$ cat config.mk
export PLATFORM = sky130hd
export DESIGN_NAME = stall_sched
export DESIGN_NICKNAME = d
export VERILOG_FILES = /design/src/rtl/stall_sched.sv
export SDC_FILE = /design/constraint.sdc
export NUM_CORES = 1
export LEC_CHECK = 0
export ABC_AREA = 0
export ABC_CLOCK_PERIOD_IN_PS = 2200
export BUFFER_PORTS_ARGS = -buffer_cell sky130_fd_sc_hd__buf_2
export CELL_PAD_IN_SITES_DETAIL_PLACEMENT = 0
export CELL_PAD_IN_SITES_GLOBAL_PLACEMENT = 1
export CORE_MARGIN = 10
export CORE_UTILIZATION = 35
export CTS_BUF_LIST = sky130_fd_sc_hd__clkbuf_16
export DETAILED_ROUTE_END_ITERATION = 8
export PLACE_DENSITY_LB_ADDON = 0.08
export SKIP_CTS_REPAIR_TIMING = 1
export SYNTH_ARGS = -nofsm -noshare
export SYNTH_HDL_FRONTEND = slang
export SYNTH_SLANG_ARGS = --single-unit
$ cat constraint.sdc
create_clock -name clk -period 2.2 [get_ports clk]
set_clock_uncertainty 0.1 [all_clocks]
set_input_delay 0.22 -clock clk [delete_from_list [all_inputs] [get_ports clk]]
set_output_delay 0.22 -clock clk [all_outputs]
set_load 0.02 [all_outputs]
$ cat src/rtl/stall_sched.sv
// -----------------------------------------------------------------------------
// stall_sched
//
// Pipeline hold controller for a 5-stage MIPS-style core. It combines two
// sources of stall:
//   * a load-use hazard between the load in EX and a source operand in ID,
//     which holds PC/IF/ID for one cycle so a bubble enters EX;
//   * a multi-cycle divide, sequenced by an IDLE/BUSY/DONE FSM, which holds
//     PC/IF/ID/EX while the external iterative divider works.
// It also counts the cycles in which any stage is held.
//
// Ports
//   clk         in   1   rising-edge clock
//   rst         in   1   asynchronous, active-high reset
//   id_re1      in   1   ID reads source operand 1
//   id_raddr1   in   5   ID source register 1
//   id_re2      in   1   ID reads source operand 2
//   id_raddr2   in   5   ID source register 2
//   ex_wreg     in   1   EX instruction writes a register
//   ex_waddr    in   5   EX destination register
//   ex_is_load  in   1   EX instruction is a load
//   div_start   in   1   EX holds a valid divide
//   flush       in   1   pipeline flush, aborts an in-flight divide
//   stall       out  6   hold per stage: {WB, MEM, EX, ID, IF, PC}
//   div_go      out  1   start pulse to the divider
//   div_done    out  1   divider result valid, write HI/LO
//   busy        out  1   FSM not in IDLE
//   stall_cnt   out  32  cycles with stall != 0 (wraps)
// -----------------------------------------------------------------------------
module stall_sched #(
   parameter int DIV_CYCLES = 32   // BUSY cycles per divide, 2..63
) (
   input  logic        clk,
   input  logic        rst,
   input  logic        id_re1,
   input  logic [4:0]  id_raddr1,
   input  logic        id_re2,
   input  logic [4:0]  id_raddr2,
   input  logic        ex_wreg,
   input  logic [4:0]  ex_waddr,
   input  logic        ex_is_load,
   input  logic        div_start,
   input  logic        flush,
   output logic [5:0]  stall,
   output logic        div_go,
   output logic        div_done,
   output logic        busy,
   output logic [31:0] stall_cnt
);

   typedef enum logic [1:0] {
      IDLE = 2'd0,
      BUSY = 2'd1,
      DONE = 2'd2
   } state_t;

   localparam logic [5:0] HOLD_ID  = 6'b000111;  // PC, IF, ID
   localparam logic [5:0] HOLD_EX  = 6'b001111;  // PC, IF, ID, EX
   localparam logic [5:0] CNT_LOAD = 6'(DIV_CYCLES - 1);

   state_t     state;
   state_t     state_nxt;
   logic [5:0] cnt;
   logic [5:0] cnt_nxt;
   logic [5:0] fsm_stall;
   logic       go_raw;
   logic       done_raw;
   logic       lu;

   // Load-use hazard: the load's data only reaches the forwarding path in
   // MEM, so a dependent instruction in ID must wait one cycle. $0 is
   // hard-wired to zero and never creates a dependency.
   always_comb begin
      lu = ex_is_load && ex_wreg && (ex_waddr != 5'd0) &&
           ((id_re1 && (id_raddr1 == ex_waddr)) ||
            (id_re2 && (id_raddr2 == ex_waddr)));
   end

   // Divide sequencer: next state, counter and FSM outputs.
   always_comb begin
      // NOTE: every signal driven here gets a default first so no path
      // leaves one unassigned, which would infer a latch.
      state_nxt = state;
      cnt_nxt   = cnt;
      fsm_stall = '0;
      go_raw    = 1'b0;
      done_raw  = 1'b0;

      unique case (state)
         IDLE: begin
            if (div_start && !flush) begin
               go_raw    = 1'b1;
               fsm_stall = HOLD_EX;
               cnt_nxt   = CNT_LOAD;
               state_nxt = BUSY;
            end
         end
         BUSY: begin
            // EX stays held in the cycle a flush arrives; the flush only
            // redirects the next state.
            fsm_stall = HOLD_EX;
            if (cnt == 6'd0) begin
               state_nxt = DONE;
            end else begin
               cnt_nxt = cnt - 6'd1;
            end
         end
         DONE: begin
            done_raw  = 1'b1;
            state_nxt = IDLE;
         end
         default: begin
            state_nxt = IDLE;
         end
      endcase

      // A flush abandons whatever the divider is doing.
      if (flush) begin
         state_nxt = IDLE;
         cnt_nxt   = '0;
         go_raw    = 1'b0;
         done_raw  = 1'b0;
      end
   end

   // Outputs are forced low while reset is held, independent of inputs.
   always_comb begin
      stall    = rst ? 6'd0 : ((lu ? HOLD_ID : 6'd0) | fsm_stall);
      div_go   = go_raw   && !rst;
      div_done = done_raw && !rst;
      busy     = (state != IDLE) && !rst;
   end

   always_ff @(posedge clk or posedge rst) begin
      if (rst) begin
         state     <= IDLE;
         cnt       <= '0;
         stall_cnt <= '0;
      end else begin
         // NOTE: state registers use non-blocking assignment so every
         // flop samples pre-edge values regardless of statement order.
         state <= state_nxt;
         cnt   <= cnt_nxt;
         if (stall != 6'd0) begin
            stall_cnt <= stall_cnt + 32'd1;
         end
      end
   end

endmodule

# Word level (Yosys, flattened, before mapping)
# Index checks and enable logic that the tools add are counted.
# W data, S select, Z words.
# op_classes
add_sub_neg	2
n_eq_ne	7
reduce_logical	20
muxes	17
bitwise_logic	1
# ops
operator	count
$add A32 B1 Y32 const B	1
$mux W6	4
$pmux W6 S2	1
$eq A5 B5 Y1	2
$logic_and A1 B1 Y1	9
$ne A3 B3 Y1 const B	3
$pmux W4 S2	1
$logic_not A6 Y1	1
$mux W2	3
$or A3 B6 Y6	1
$reduce_bool A6 Y1	1
$sub A6 B1 Y6 const B	1
$mux W1	5
$reduce_bool A5 Y1	1
$mux W4	1
$pmux W2 S2	1
$mux W3	1
$reduce_and A3 Y1	1
$reduce_bool A3 Y1	1
$eq A2 B1 Y1 const B	1
$eq A2 B2 Y1 const B	1
$logic_not A1 Y1	2
$logic_not A2 Y1	1
$reduce_and A2 Y1	1
other kinds (2)	2
# word_totals
reg_bits	40
out_inout_bits	41
elab_cells	50

# Longest topological paths before layout
# logic_depth
ltp_word	8
depth_mapped	9

# Least setup slack after synthesis
# Ideal clock, no wire load.
# synth_path
path_kind	in2out
start	input rst
end	output stall[1]
cell_stages	6
t_arrival_ps	2042
n_path_buf	2
path_slack_ps	-162
path_cell_list	inv_1 > o2111ai_1 > o21a_1 > inv_1 > buf_2 > buf_4
# synth_via
elab_chain_len	1
# synth_rtl
item	line_no	rtl
from (decl)	34	input logic rst,
$mux W6	128	stall = rst ? 6'd0 : ((lu ? HOLD_ID : 6'd0) | fsm_stall);
to (decl)	44	output logic [5:0] stall,
# Every way passes these cells.

# Worst setup path after layout
# layout_path
start	register state[1]
end	output stall[0]
# layout_via
elab_chain_len	4
elab_cells_between_ends	5
classes_between	eq/ne: 1; mux: 2; bitwise: 1; reduce/logical: 1
# layout_rtl
item	line_no	rtl
from (decl)	61	state_t state;
from (signal assigned)	142	state <= state_nxt;
$eq A2 B1 Y1 or $logic_not A2 Y1 (tied branches)	89	unique case (state)
$pmux W4 S2 (*)	89	
$or A3 B6 Y6 (*)	128	
$mux W6 (*)	128	
# Every way passes the cells marked *; elsewhere a longest branch is shown, timed or not.

==> qor.yml <==
cp-startpoint: "state[1]$_DFFE_PP0P_"
intPower_mw: 1.52
clockBufferDepth: 2
place_congestion: 0.735
vias: 1792
grt_pass1_vias: 1816
wirelength_um: 5460
hold_slack_ns: 0.0442
r2r_cells: 6
rrSetupSlack_ns: 0.27
wl_per_cell_um: 15.1
dieArea_um2: 9650
initialDrtViolationCount: 96
areaGrowthSynthToFinish_pct: 29.1
grt_use_total_pct: 11.4
path_class: "flip-flop to primary output"
dp_hpwl_um: 4070
arrival_ns: 1.69
clkTransAtPathRegs_ns: 0.06
yosys-top-cells-area: "dfrtp_1 47%, xnor2_1 9.0%, xor2_1 8.2%"
switching_share_pct: 29.7
drv_cap: 0
cts.htree.levels: 2
yosysSeqAreaShare_pct: 46.7
nets: 311
seq_power_share_pct: 41.3
met3_length_um: 400
worst_pin_slew_ns: 0.604
pwr-share-comb_pct: 21.2
max-slew-margin-rel_pct: 59.7
fmax_mhz: 497
yosys-top-cells-count: "40 x dfrtp_1, 22 x xnor2_1, 20 x xor2_1, 16 x nand2_1"
synthArstFlopShare_pct: 100
fin_crit_ns: 2.01
setup_violations: 0
yosysTopAreaCell: "dfrtp_1"
cp_slowest_cell: "dfrtp_1"
fp.dieH_um: 98.3
drive_above_1_share_pct: 31.1
numCtsBuffers: 5
via_per_inst: 4.96
post-route-drc-count: 0
r2r_start: "stall_cnt[12]$_DFFE_PP0P_"
drt-met1-wl_um: 2690
synth_most_common_cell: "dfrtp_1"
synth_ff_type: "dfrtp_1"
rows: 28
die_w_um: 98.3
power_switching_mw: 0.643
grt_pass1_wl_um: 9320
p_leak_nw: 1.41
reg2reg_to: "stall_cnt[25]$_DFFE_PP0P_"
syn_area_per_cell_um2: 10.1
finalInstanceArea_um2: 2770
io_pins: 64
powerDensity_nw_per_um2: 782
endpoint_kind: "primary output"
dp_cells: 353
ir_worst_vdd_mv: 0.425
setup_tns_ns: 0
rsz0062_at_grt: "no"
post-route-period-util_pct: 91.5
ys_ff_latch: 40
crit_fanout: 23
hold_violations: 0
grt_overflow: 0
syn_inst: 213
wl_met2_um: 2320
cp_data_required_time_ns: 1.88
setup_slack_ns: 0.188
top_layer: "met4"
startpoint_type: "flip-flop"
status: "completed"
antenna_found_initial: 0
numClockSinks: 40
finalNonFillerCells: 361
yosys_warnings: 0
synth_cell_types: 35
synth_edf_count: 0
first_pass_iters: 4
io_buffers: 61
cts_tree: "built"
drv_slew: 0
hp-class: "primary input to asynchronous set/reset pin"
crit_chain: "or3_1, o21a_1, inv_1, buf_12, buf_2"
synth_top_area_share_pct: 46.7
start_util_pct: 36.2
dp_slack_ns: 0.141
drtAntennaViolNets: 0
clockRootBuffer: "clkbuf_16"
syn_area_um2: 2140
post_dp_cell_area_um2: 2600
critPathMaxStageDelay_ns: 0.41
antenna_cells: 0
coreArea_um2: 5920
grt_max_degree: 41
clock_latency_ns: 0.28
pwr-share-clk_pct: 37.5
## layer usage
| metal | track usage, % | vias to the layer above |
|---|---|---|
| li1 | - | 884 |
| met1 | 15.6 | 850 |
| met2 | 16.3 | 53 |
| met3 | 4.02 | 5 |
| met4 | 2.98 | 0 |
| met5 | 0 | - |
## layout make-up
type | count | area [um^2]
Timing Repair Buffer | 74 | 415
Multi-Input combinational cell | 156 | 1060
Fill cell | 578 | 3150
Clock buffer | 5 | 125
Sequential cell | 40 | 1000
Inverter | 8 | 33.8
Tap cell | 75 | 93.8
Clock inverter | 3 | 38.8
## cell usage in the layout (no fill, tap or decap), types with 2 or more instances in the layout
master     instances
and3_1             8
xor2_1            20
nor4_1             5
buf_2             61
nand3_1           14
a21oi_1            7
nor2_1            14
and2_1             2
o221a_2            2
nand4_1           12
nand2_1           16
buf_4             12
clkbuf_16          5
nor4b_1            3
xnor2_1           22
or3_1              3
nor3_1             7
ha_1               3
nor4_2             2
and4_1             2
dfrtp_1           40
inv_1              8
conb_1             2
## worst max-delay path: cells and delay by family, from the launching register on
family / cells / cell delay [ns]
AO/OA/AOI/OAI: 1 / 0.14
flip-flops: 1 / 0.41
buffers and inverters: 3 / 0.44
AND/OR/NAND/NOR: 1 / 0.41
## registers in the layout, summed over array words and instances, names as in the netlist
name       cells
state          2
cnt            6
stall_cnt     32
## metrics by stage
step,total power [mW],util [%]
CTS,2.20,46.7
global placement,1.37,44.0
global route,2.30,46.7
floorplan,1.19,-
detailed placement,1.37,44.0
finish,2.16,46.7
## power groups by stage
stage / registers (mW) / clock network (mW) / logic (mW)
after floorplan: 0.968 / 0 / 0.219
after global placement: 0.905 / 0 / 0.468
after detailed placement: 0.907 / 0 / 0.468
after CTS: 0.894 / 0.832 / 0.470
after global routing: 0.909 / 0.869 / 0.521
final: 0.893 / 0.812 / 0.459
## how the worst max path moves through the flow
| stage | endpoint | slack, ns |
|---|---|---|
| 2_1_floorplan | stall_cnt[22]$_DFFE_PP0P_ | 0.12 |
| 3_3_place_gp | stall_cnt[12]$_DFFE_PP0P_ | 0.15 |
| 3_5_place_dp | stall_cnt[14]$_DFFE_PP0P_ | 0.14 |
| 4_1_cts | stall[1] | 0.17 |
| 5_1_grt | stall[2] | 0.07 |
| 6_report | stall[0] | 0.19 |
## cell families after synthesis
kind of cell / after synthesis / synth area share (%)
buffers and inverters: 18 / 4.09
adder cells (fa/ha/maj): 3 / 1.75
flip-flops: 40 / 46.7
AO/OA/AOI/OAI: 15 / 4.96
AND/OR/NAND/NOR: 94 / 25.2
XOR/XNOR: 42 / 17.2
other: 1 / 0.175
(Power assumes the default switching activity.)
